==> src/rtl/cordic_pkg.sv <==
// ---------------------------------------------------------------------------
// cordic_pkg
//   Shared definitions for the CORDIC arbiter slice: controller state
//   encoding, default sizing parameters and a small helper that sizes
//   requester index fields.
//
//   Contents:
//     CORDIC_ITERS  iteration count of the attached CORDIC core
//     NREQ_DEF      default number of requesters
//     DW_DEF        default operand/result width
//     TMO_DEF       default watchdog limit (iterations plus margin)
//     arb_state_e   controller states IDLE/START/BUSY/RESP
//     idx_width()   bits needed to hold a requester index (min 1)
// ---------------------------------------------------------------------------
package cordic_pkg;

  localparam int CORDIC_ITERS = 16;
  localparam int NREQ_DEF     = 4;
  localparam int DW_DEF       = 16;

  // Twice the iteration count leaves room for core pipeline overhead
  // without letting a hung core stall the requesters for long.
  localparam int TMO_DEF      = 2 * CORDIC_ITERS;

  typedef enum logic [1:0] {
    ST_IDLE  = 2'b00,
    ST_START = 2'b01,
    ST_BUSY  = 2'b10,
    ST_RESP  = 2'b11
  } arb_state_e;

  // A single requester still needs a one-bit index field.
  function automatic int idx_width(input int n);
    return (n > 1) ? $clog2(n) : 1;
  endfunction

endpackage

==> src/rtl/rr_pick.sv <==
// ---------------------------------------------------------------------------
// rr_pick
//   Purely combinational round-robin selector. Starting one position after
//   the last winner (ptr) it searches upward, wrapping modulo NREQ, and
//   reports the first requester whose req bit is set.
//
//   Ports:
//     req      in   NREQ  request levels
//     ptr      in   IW    index of the previous winner
//     win_oh   out  NREQ  one-hot winner (all zero when no request)
//     win_idx  out  IW    binary index of the winner
//     win_vld  out  1     at least one request present
// ---------------------------------------------------------------------------
module rr_pick
  import cordic_pkg::*;
#(
  parameter int NREQ = NREQ_DEF,
  parameter int IW   = idx_width(NREQ)
) (
  input  logic [NREQ-1:0] req,
  input  logic [IW-1:0]   ptr,
  output logic [NREQ-1:0] win_oh,
  output logic [IW-1:0]   win_idx,
  output logic            win_vld
);

  logic [IW-1:0] cand;

  // Offsets 1..NREQ visit every requester exactly once, with the previous
  // winner (offset NREQ) checked last so it cannot starve the others.
  always_comb begin
    win_oh  = '0;
    win_idx = '0;
    win_vld = 1'b0;
    cand    = '0;
    for (int k = 1; k <= NREQ; k++) begin
      cand = IW'((int'(ptr) + k) % NREQ);
      if (!win_vld && req[cand]) begin
        win_vld       = 1'b1;
        win_idx       = cand;
        win_oh[cand]  = 1'b1;
      end
    end
  end

endmodule

==> src/rtl/cordic_arbiter.sv <==
// ---------------------------------------------------------------------------
// cordic_arbiter
//   Shares one iterative CORDIC core between NREQ requesters. A round-robin
//   winner's angle operand is captured and handed to the core, the core's
//   completion strobe is awaited under a watchdog, and the x/y result (or an
//   abort indication) is returned to the owning requester over valid/ready.
//
//   Ports:
//     clk       in   1        system clock, rising edge
//     rst_n     in   1        asynchronous active-low reset
//     req       in   NREQ     per-requester request level
//     arg       in   NREQ*DW  per-requester operand, slice i = arg[i*DW +: DW]
//     gnt       out  NREQ     one-hot one-cycle pulse: operand captured
//     rsp_vld   out  NREQ     one-hot: response available for that requester
//     rsp_rdy   in   NREQ     per-requester response accept
//     rsp_x     out  DW       result x, qualified by rsp_vld
//     rsp_y     out  DW       result y, qualified by rsp_vld
//     rsp_err   out  1        response is a watchdog abort
//     busy      out  1        controller is not idle
//     core_bgn  out  1        start pulse to the CORDIC core
//     core_z    out  DW       operand to the core
//     core_fin  in   1        core completion strobe
//     core_x    in   DW       core x result
//     core_y    in   DW       core y result
// ---------------------------------------------------------------------------
module cordic_arbiter
  import cordic_pkg::*;
#(
  parameter int NREQ = NREQ_DEF,
  parameter int DW   = DW_DEF,
  parameter int TMO  = TMO_DEF
) (
  input  logic              clk,
  input  logic              rst_n,
  input  logic [NREQ-1:0]   req,
  input  logic [NREQ*DW-1:0] arg,
  output logic [NREQ-1:0]   gnt,
  output logic [NREQ-1:0]   rsp_vld,
  input  logic [NREQ-1:0]   rsp_rdy,
  output logic [DW-1:0]     rsp_x,
  output logic [DW-1:0]     rsp_y,
  output logic              rsp_err,
  output logic              busy,
  output logic              core_bgn,
  output logic [DW-1:0]     core_z,
  input  logic              core_fin,
  input  logic [DW-1:0]     core_x,
  input  logic [DW-1:0]     core_y
);

  localparam int IW = idx_width(NREQ);
  localparam int WW = $clog2(TMO) + 1;
  localparam logic [WW-1:0] WDG_LAST = WW'(TMO - 1);
  localparam logic [WW-1:0] WDG_MAX  = '1;

  arb_state_e      state_q,    state_d;
  logic [NREQ-1:0] gnt_q,      gnt_d;
  logic            core_bgn_q, core_bgn_d;
  logic [NREQ-1:0] rsp_vld_q,  rsp_vld_d;
  logic [DW-1:0]   rsp_x_q,    rsp_x_d;
  logic [DW-1:0]   rsp_y_q,    rsp_y_d;
  logic            rsp_err_q,  rsp_err_d;
  logic [DW-1:0]   core_z_q,   core_z_d;
  logic [IW-1:0]   owner_q,    owner_d;
  logic [IW-1:0]   ptr_q,      ptr_d;
  logic [WW-1:0]   wdg_q,      wdg_d;

  logic [NREQ-1:0] pick_oh;
  logic [IW-1:0]   pick_idx;
  logic            pick_vld;

  rr_pick #(
    .NREQ (NREQ),
    .IW   (IW)
  ) u_rr_pick (
    .req     (req),
    .ptr     (ptr_q),
    .win_oh  (pick_oh),
    .win_idx (pick_idx),
    .win_vld (pick_vld)
  );

  // Next-state and next-output decode for the controller.
  // The start pulse is registered while in START, so it appears on the
  // first BUSY cycle, one cycle after the grant pulse. The watchdog is
  // cleared in START and only advances while waiting in BUSY.
  always_comb begin
    state_d    = state_q;
    gnt_d      = '0;
    core_bgn_d = 1'b0;
    rsp_vld_d  = rsp_vld_q;
    rsp_x_d    = rsp_x_q;
    rsp_y_d    = rsp_y_q;
    rsp_err_d  = rsp_err_q;
    core_z_d   = core_z_q;
    owner_d    = owner_q;
    ptr_d      = ptr_q;
    wdg_d      = wdg_q;

    case (state_q)
      ST_IDLE: begin
        if (pick_vld) begin
          gnt_d    = pick_oh;
          core_z_d = arg[int'(pick_idx)*DW +: DW];
          owner_d  = pick_idx;
          ptr_d    = pick_idx;
          state_d  = ST_START;
        end
      end

      ST_START: begin
        core_bgn_d = 1'b1;
        wdg_d      = '0;
        state_d    = ST_BUSY;
      end

      ST_BUSY: begin
        // A completion in the expiry cycle still counts as a normal result.
        if (core_fin) begin
          rsp_x_d            = core_x;
          rsp_y_d            = core_y;
          rsp_err_d          = 1'b0;
          rsp_vld_d          = '0;
          rsp_vld_d[owner_q] = 1'b1;
          state_d            = ST_RESP;
        end else if (wdg_q >= WDG_LAST) begin
          rsp_x_d            = '0;
          rsp_y_d            = '0;
          rsp_err_d          = 1'b1;
          rsp_vld_d          = '0;
          rsp_vld_d[owner_q] = 1'b1;
          state_d            = ST_RESP;
        end else if (wdg_q != WDG_MAX) begin
          wdg_d = wdg_q + 1'b1;
        end
      end

      ST_RESP: begin
        // Only the owner's ready can retire the response.
        if (rsp_rdy[owner_q]) begin
          rsp_vld_d = '0;
          state_d   = ST_IDLE;
        end
      end

      default: begin
        state_d = ST_IDLE;
      end
    endcase
  end

  // State and output registers. Reset leaves the pointer on the last
  // requester so requester 0 is searched first after reset.
  always_ff @(posedge clk or negedge rst_n) begin
    if (!rst_n) begin
      state_q    <= ST_IDLE;
      gnt_q      <= '0;
      core_bgn_q <= 1'b0;
      rsp_vld_q  <= '0;
      rsp_x_q    <= '0;
      rsp_y_q    <= '0;
      rsp_err_q  <= 1'b0;
      core_z_q   <= '0;
      owner_q    <= '0;
      ptr_q      <= IW'(NREQ - 1);
      wdg_q      <= '0;
    end else begin
      state_q    <= state_d;
      gnt_q      <= gnt_d;
      core_bgn_q <= core_bgn_d;
      rsp_vld_q  <= rsp_vld_d;
      rsp_x_q    <= rsp_x_d;
      rsp_y_q    <= rsp_y_d;
      rsp_err_q  <= rsp_err_d;
      core_z_q   <= core_z_d;
      owner_q    <= owner_d;
      ptr_q      <= ptr_d;
      wdg_q      <= wdg_d;
    end
  end

  assign gnt      = gnt_q;
  assign core_bgn = core_bgn_q;
  assign rsp_vld  = rsp_vld_q;
  assign rsp_x    = rsp_x_q;
  assign rsp_y    = rsp_y_q;
  assign rsp_err  = rsp_err_q;
  assign core_z   = core_z_q;
  assign busy     = (state_q != ST_IDLE);

endmodule

==> config.mk <==
export PLATFORM = sky130hd
export DESIGN_NAME = cordic_arbiter
export DESIGN_NICKNAME = d
export VERILOG_FILES = /design/src/rtl/cordic_pkg.sv /design/src/rtl/rr_pick.sv /design/src/rtl/cordic_arbiter.sv
export SDC_FILE = /design/constraint.sdc
export NUM_CORES = 1
export LEC_CHECK = 0
export ABC_AREA = 1
export BUFFER_PORTS_ARGS = -buffer_cell sky130_fd_sc_hd__buf_2
export CAP_MARGIN = 20
export CORE_ASPECT_RATIO = 1.25
export CORE_MARGIN = 2
export CORE_UTILIZATION = 49
export DETAILED_ROUTE_END_ITERATION = 16
export GPL_ROUTABILITY_DRIVEN = 0
export GPL_TIMING_DRIVEN = 0
export PLACE_DENSITY = 0.81
export SETUP_SLACK_MARGIN = 0.2
export SLEW_MARGIN = 20
export SYNTH_ARGS = -nofsm -noshare
export SYNTH_HDL_FRONTEND = slang
export SYNTH_SLANG_ARGS = --single-unit
==> constraint.sdc <==
create_clock -name clk -period 3.2 [get_ports clk]
set_clock_uncertainty 0.05 [all_clocks]
set_input_delay 0.96 -clock clk [delete_from_list [all_inputs] [get_ports clk]]
set_output_delay 0.96 -clock clk [all_outputs]
set_load 0.1 [all_outputs]
# Word level (Yosys, flattened, before mapping)
# Index checks and enable logic that the tools add are counted.
# totals
out_inout_bits	59
register_bits	70
# op_classes
n_shift	1
add_sub_neg	5
bitwise_logic	3
magnitude_cmp	11
n_eq_ne	10
n_reduce_logical	21
muxes	53
# op_table
cell	count
64-bit by 7-bit indexed part select with 16-bit output	1
16-bit two-way mux	3
4-bit two-way mux	9
6-bit two-way mux	3
1-bit two-way mux	17
2-bit two-way mux	8
2-bit by 3-bit < comparator with 1-bit output, second input constant	5
4-bit OR	3
6-bit case mux with 2 select lines	1
1-bit binary-select mux with 2-bit select	5
1-bit demux with 2-bit select	5
2-bit by 1-bit greater-or-equal comparator with 1-bit output, second input constant	5
2-bit inequality test, second input constant	5
1-bit logical AND	8
2-bit case mux with 4 select lines	1
4-bit case mux with 2 select lines	1
2-bit nonzero test	4
6-bit by 1-bit adder with 6-bit output, second input constant	1
6-bit by 5-bit greater-or-equal comparator with 1-bit output, second input constant	1
6-bit inequality test, second input constant	1
3-bit AND reduction	2
2-bit by 1-bit adder with 2-bit output, second input constant	2
2-bit adder, second input constant	2
2-bit equality test, second input constant	2
6 further kinds	9

# Depth between registers and ports, before layout
# depth
ltp_word	15
depth_mapped	17
mapped_depth_nobuf	14

# Modules after synthesis
# A second synthesis with hierarchy kept.
# hier_totals
hier_cells	512
area_unflattened_um2	3824.9
# modules_own_cells
mod	seq_area_each_um2	cells_each	area_each_um2	instances
cordic_arbiter	1754.2	438	3367.0	1
rr_pick	0.0	74	457.9	1

# Worst setup path after synthesis
# Ideal clock, no wire load.
# synth_timing
path_type	flip-flop to flip-flop
startpoint	register ptr_q[0]
endpoint	register core_z_q[10] (netlist: core_z[10])
path_buffers	3
slack_ns	0.718
path_stages_with_launch	15
setup_time_ns	0.126
t_required_ns	3.024
arrival_time_ns	2.306
path_cell_list	dfstp_2 > buf_6 > inv_4 > buf_6 > ha_1 > inv_1 > nand2_1 > nand2_4 > inv_4 > nand3_2 > o21ai_2 > nor2_2 > buf_4 > nand3_1 > nand3_1
# synth_via
elab_chain_len	14
elab_cells_between_ends	28
# synth_rtl
element	line	source
start: declaration	cordic_arbiter.sv:65	logic [IW-1:0] ptr_q, ptr_d;
start signal: assignment	cordic_arbiter.sv:165	ptr_q <= IW'(NREQ - 1);
start signal: assignment	cordic_arbiter.sv:177	ptr_q <= ptr_d;
2-bit by 1-bit adder with 2-bit output	rr_pick.sv:37	cand = IW'((int'(ptr) + k) % NREQ);
1-bit binary-select mux with 2-bit select	rr_pick.sv:38	if (!win_vld && req[cand]) begin
1-bit two-way mux (implied by the code)	rr_pick.sv:38	
1-bit two-way mux	rr_pick.sv:38	
1-bit zero test	rr_pick.sv:38	
1-bit logical AND	rr_pick.sv:38	
1-bit two-way mux	rr_pick.sv:38	
1-bit zero test	rr_pick.sv:38	
1-bit logical AND	rr_pick.sv:38	
1-bit two-way mux	rr_pick.sv:38	
1-bit zero test	rr_pick.sv:38	
1-bit logical AND	rr_pick.sv:38	
2-bit two-way mux / 1-bit two-way mux (equally long branches)	rr_pick.sv:38	
64-bit by 7-bit indexed part select with 16-bit output / 2-bit AND reduction (equally long branches)	-	
end signal: assignment	cordic_arbiter.sv:175	core_z_q <= core_z_d;
end: declaration	cordic_arbiter.sv:63	logic [DW-1:0] core_z_q, core_z_d;
# Several ways; a longest one is shown, not always the timed one. The select of a mux whose other input is x is not followed.
# A chain may end at the register's enable or synchronous reset.

# Worst setup path after layout
# layout_timing
startpoint	register ptr_q[0]
endpoint	register core_z_q[4] (netlist: core_z[4])
# The elaborated chain is that of the path after synthesis.

==> summary by stage <==
Job
The number of violations of the max-capacitance limit is 0.

Global routing
The maximum number of pins on one net before global-route repair is 39. For this run the aggregate overflow at the end of global routing stands at 0. The initial antenna violation count is 1. The wire length of the first global-routing pass is 16.4 mm. The number of global-route vias before repair was 3680.

In the global route stage, overall resource usage came out at 0.226.

Setup path
The type of destination of the critical path is a flop. In this run the worst path has a maximum fanout of 13. The slowest library cell on the worst path is dfstp_2. The worst setup path is of the flop to flop kind. The largest single stage delay on the critical path is 0.59 ns. Data on the critical path arrives at its endpoint at 3.00 ns. The dominant delay contributor by cell family on the critical path is buffers and inverters. The data required time of the critical path is between 3 and 4 ns. The type of element launching the critical path is a flop. The critical path contains buffers and inverters numbering 6 combined.

Walking the worst path, the cells encountered are buf_6 -> inv_4 -> buf_6 -> ha_1 -> inv_1 -> nand2_1 -> nand2_4 -> inv_4 -> nand4_4 -> nand3_4 -> buf_2 -> nand2_1 -> nand3_1 -> nand3_1.

Layout
The number of antenna diodes in the final layout is 0. Relative to the synthesized area, the layout overhead comes to 29.4%. Counting the fill cells in the layout gives approximately 650. After the last flow step, the layout net total stands at 776.

Of the cells placed in the final design, the portion with a size suffix greater than 1 is 0.345.

Clocking
The post-CTS repair timing setup buffer count is 0. TritonCTS built the clock tree. Clock-pin slew was measured on the worst setup and hold paths at 0.09 ns. After clock tree synthesis, the flow added hold-fix buffers numbering 0. The clock sink count is 70.

The clock passes through at most 2 buffers. The number of CTS-inserted buffers is 9. In this run the clock root is driven by a clkbuf_8.

The count of H-tree levels built during CTS is 3. Post-CTS repair changed the size of 0 cells. The later pin in the worst-skew pair is clocked with a latency of 0.34 ns.

STA
Setup violations remaining at the end of the flow were counted as 0. Across all setup checks in the final design, the least slack found is between 0.3 and 0.4 ns. The clock period could shrink to between 2 and 3 ns. Static timing analysis puts the maximum clock frequency at approximately 360 MHz. The max-slew violation total from the final report is 0. The final hold violation count came to 0. Setup repair after global routing left no endpoint under its margin.

The total negative setup slack is 0 ns. The worst-margin pin slew is between 0.5 and 0.6 ns. The tightest slew margin relative to the limit is 0.661. The fraction of the cycle the final worst path needs is 0.878.

Logic synthesis
The flip-flop and latch count after synthesis is 70. The number of warnings issued by yosys is 0. In the synthesized netlist, the number of instances is 479. The post-synthesis instance area is 4000 sq um. The synthesized net count is 599. The portion of the post-synthesis area used by sequential elements is 0.438. The async set or reset register ratio after synthesis is 1.00.

The count of distinct cell types in the synthesized netlist is 41. In this run, synthesis inferred 0 flip-flops with an integrated enable. The main flop type after synthesis is dfrtp_1. A synthesized cell averages about 8.4 sq um.

Floorplan
The area inside the core boundary is 7880 sq um. The die is 84.8 um wide. The die height is 105 um. Pin placement for this block handled 166 I/O pins. The floorplan step defined a die boundary enclosing 8910 sq um. The standard-cell row count is 36. The initial core utilization is 0.508.

Detailed routing
The routed length per placed instance is ~13 um. Summing over every cut layer, the via total after detailed routing is between 3000 and 4000. The first routing iteration left roughly 150 violations. The final routed DRC violation total is 0. The routed wire length is 10.1 mm.

Before antenna repair, the detailed router went through 5 iterations. The vias per cell is 5.11. The number of routed nets with antenna violations is 0.

Placement
After legalization and detailed placement, the total HPWL measured 7.89 mm. The setup slack at placement is 0.386 ns. The count of buffers added on input and output ports is 165.

Outcome
The run finished with clean final reports.

Min path
In this run the worst hold path is classified as flop to flop.
-- cell usage after synthesis, types with 4 or more instances --
cell type  instances  area (sq um)
o22ai_1            4          25.0
a21oi_1           10          50.1
dfrtp_1           68          1700
nand3_2            4          40.0
o21ai_0           13          65.1
nand2_4            4          45.0
buf_2              4          20.0
nand2_1           98           368
or2_1             10          62.6
a22o_1            32           280
inv_1             80           300
or2_0              8          50.1
nand3_1           65           325
buf_6              5          56.3
ha_1              13           163
or2_2              4          25.0
nand2_2            5          31.3
nand4_1            6          37.5
nor2_1             8          30.0
clkbuf_1           5          18.8
-- path summary, 6_finish.rpt --
| path | start | end | slack, ns | cells after the start |
|---|---|---|---|---|
| hold / removal | rsp_x[10] | rsp_x[10] | 0.45 | 1 |
| min in group asynchronous | rst_n | rsp_x[15] | 0.50 | 1 |
| hold reg to reg | rsp_x[10] | rsp_x[10] | 0.45 | 1 |
| max in group asynchronous | rst_n | rsp_y[7] | 2.05 | 2 |
| setup / recovery | ptr_q[0] | core_z[4] | 0.39 | 14 |
| setup reg to reg | ptr_q[0] | core_z[4] | 0.39 | 14 |
-- layout by cell type (no fill, tap or decap), types with 6 or more instances in the layout --
master / synthesis / routed
inv_1: 80 / 80
nand2_1: 98 / 98
or2_1: 10 / 10
buf_2: 4 / 168
a22o_1: 32 / 32
a21oi_1: 10 / 10
nand3_1: 65 / 65
dfrtp_1: 68 / 68
o21ai_0: 13 / 13
nand4_1: 6 / 6
nor2_1: 8 / 8
clkbuf_8: 0 / 9
ha_1: 13 / 13
or2_0: 8 / 8
-- kinds of logic (layout without fill, tap and decap cells) --
group                    Yosys count  after routing  synth area share
AO/OA/AOI/OAI                     68             68             0.123
multiplexers                       1              1           0.00250
adder cells (fa/ha/maj)           13             13            0.0406
AND/OR/NAND/NOR                  224            224             0.284
buffers and inverters            103            285             0.111
flip-flops                        70             70             0.438
-- metrics by stage --
| step | util | instance area, sq um | hold slack [ns] | std cells |
|---|---|---|---|---|
| after detailed placement | 0.630 | 4970 | 0.419 | 740 |
| after CTS | 0.656 | 5170 | 0.444 | 756 |
| final | 0.657 | 5180 | 0.451 | 756 |
| after global routing | 0.657 | 5180 | 0.465 | 756 |
| after global placement | 0.628 | 4950 | 0.426 | 739 |
| after floorplan | - | 4000 | 0.428 | 479 |
-- sequential cells by signal, summed over array words and instances (netlist names) --
| signal | flops |
|---|---|
| core_z | 16 |
| rsp_x | 16 |
| rsp_y | 16 |
| wdg_q | 6 |
| gnt | 4 |
| rsp_vld | 4 |
| owner_q | 2 |
| ptr_q | 2 |
| state_q | 2 |
| core_bgn | 1 |
| rsp_err | 1 |
-- final cells by class --
| type | instances | area (sq um) | area share |
|---|---|---|---|
| multi-input cells | 306 | 1810 | 0.349 |
| flip-flops and latches | 70 | 1750 | 0.339 |
| repair buffers | 166 | 848 | 0.164 |
| inverters | 84 | 320 | 0.0618 |
| plain buffers | 19 | 125 | 0.0241 |
| clock buffers | 9 | 124 | 0.0239 |
| well taps | 95 | 119 | 0.0229 |
| clock inverters | 7 | 80.1 | 0.0155 |
-- layer usage --
metal,up-vias,wire (um),global-route usage,part of all wire
li1,1910,-,-,-
met1,1776,4250,0.273,0.42
met2,158,5010,0.393,0.49
met3,19,694,0.0450,0.068
met4,0,197,0.0862,0.019
met5,-,0,0,0
Power is not shown: default switching activity piles up to over one toggle a cycle in this logic, so the estimate is an artifact.
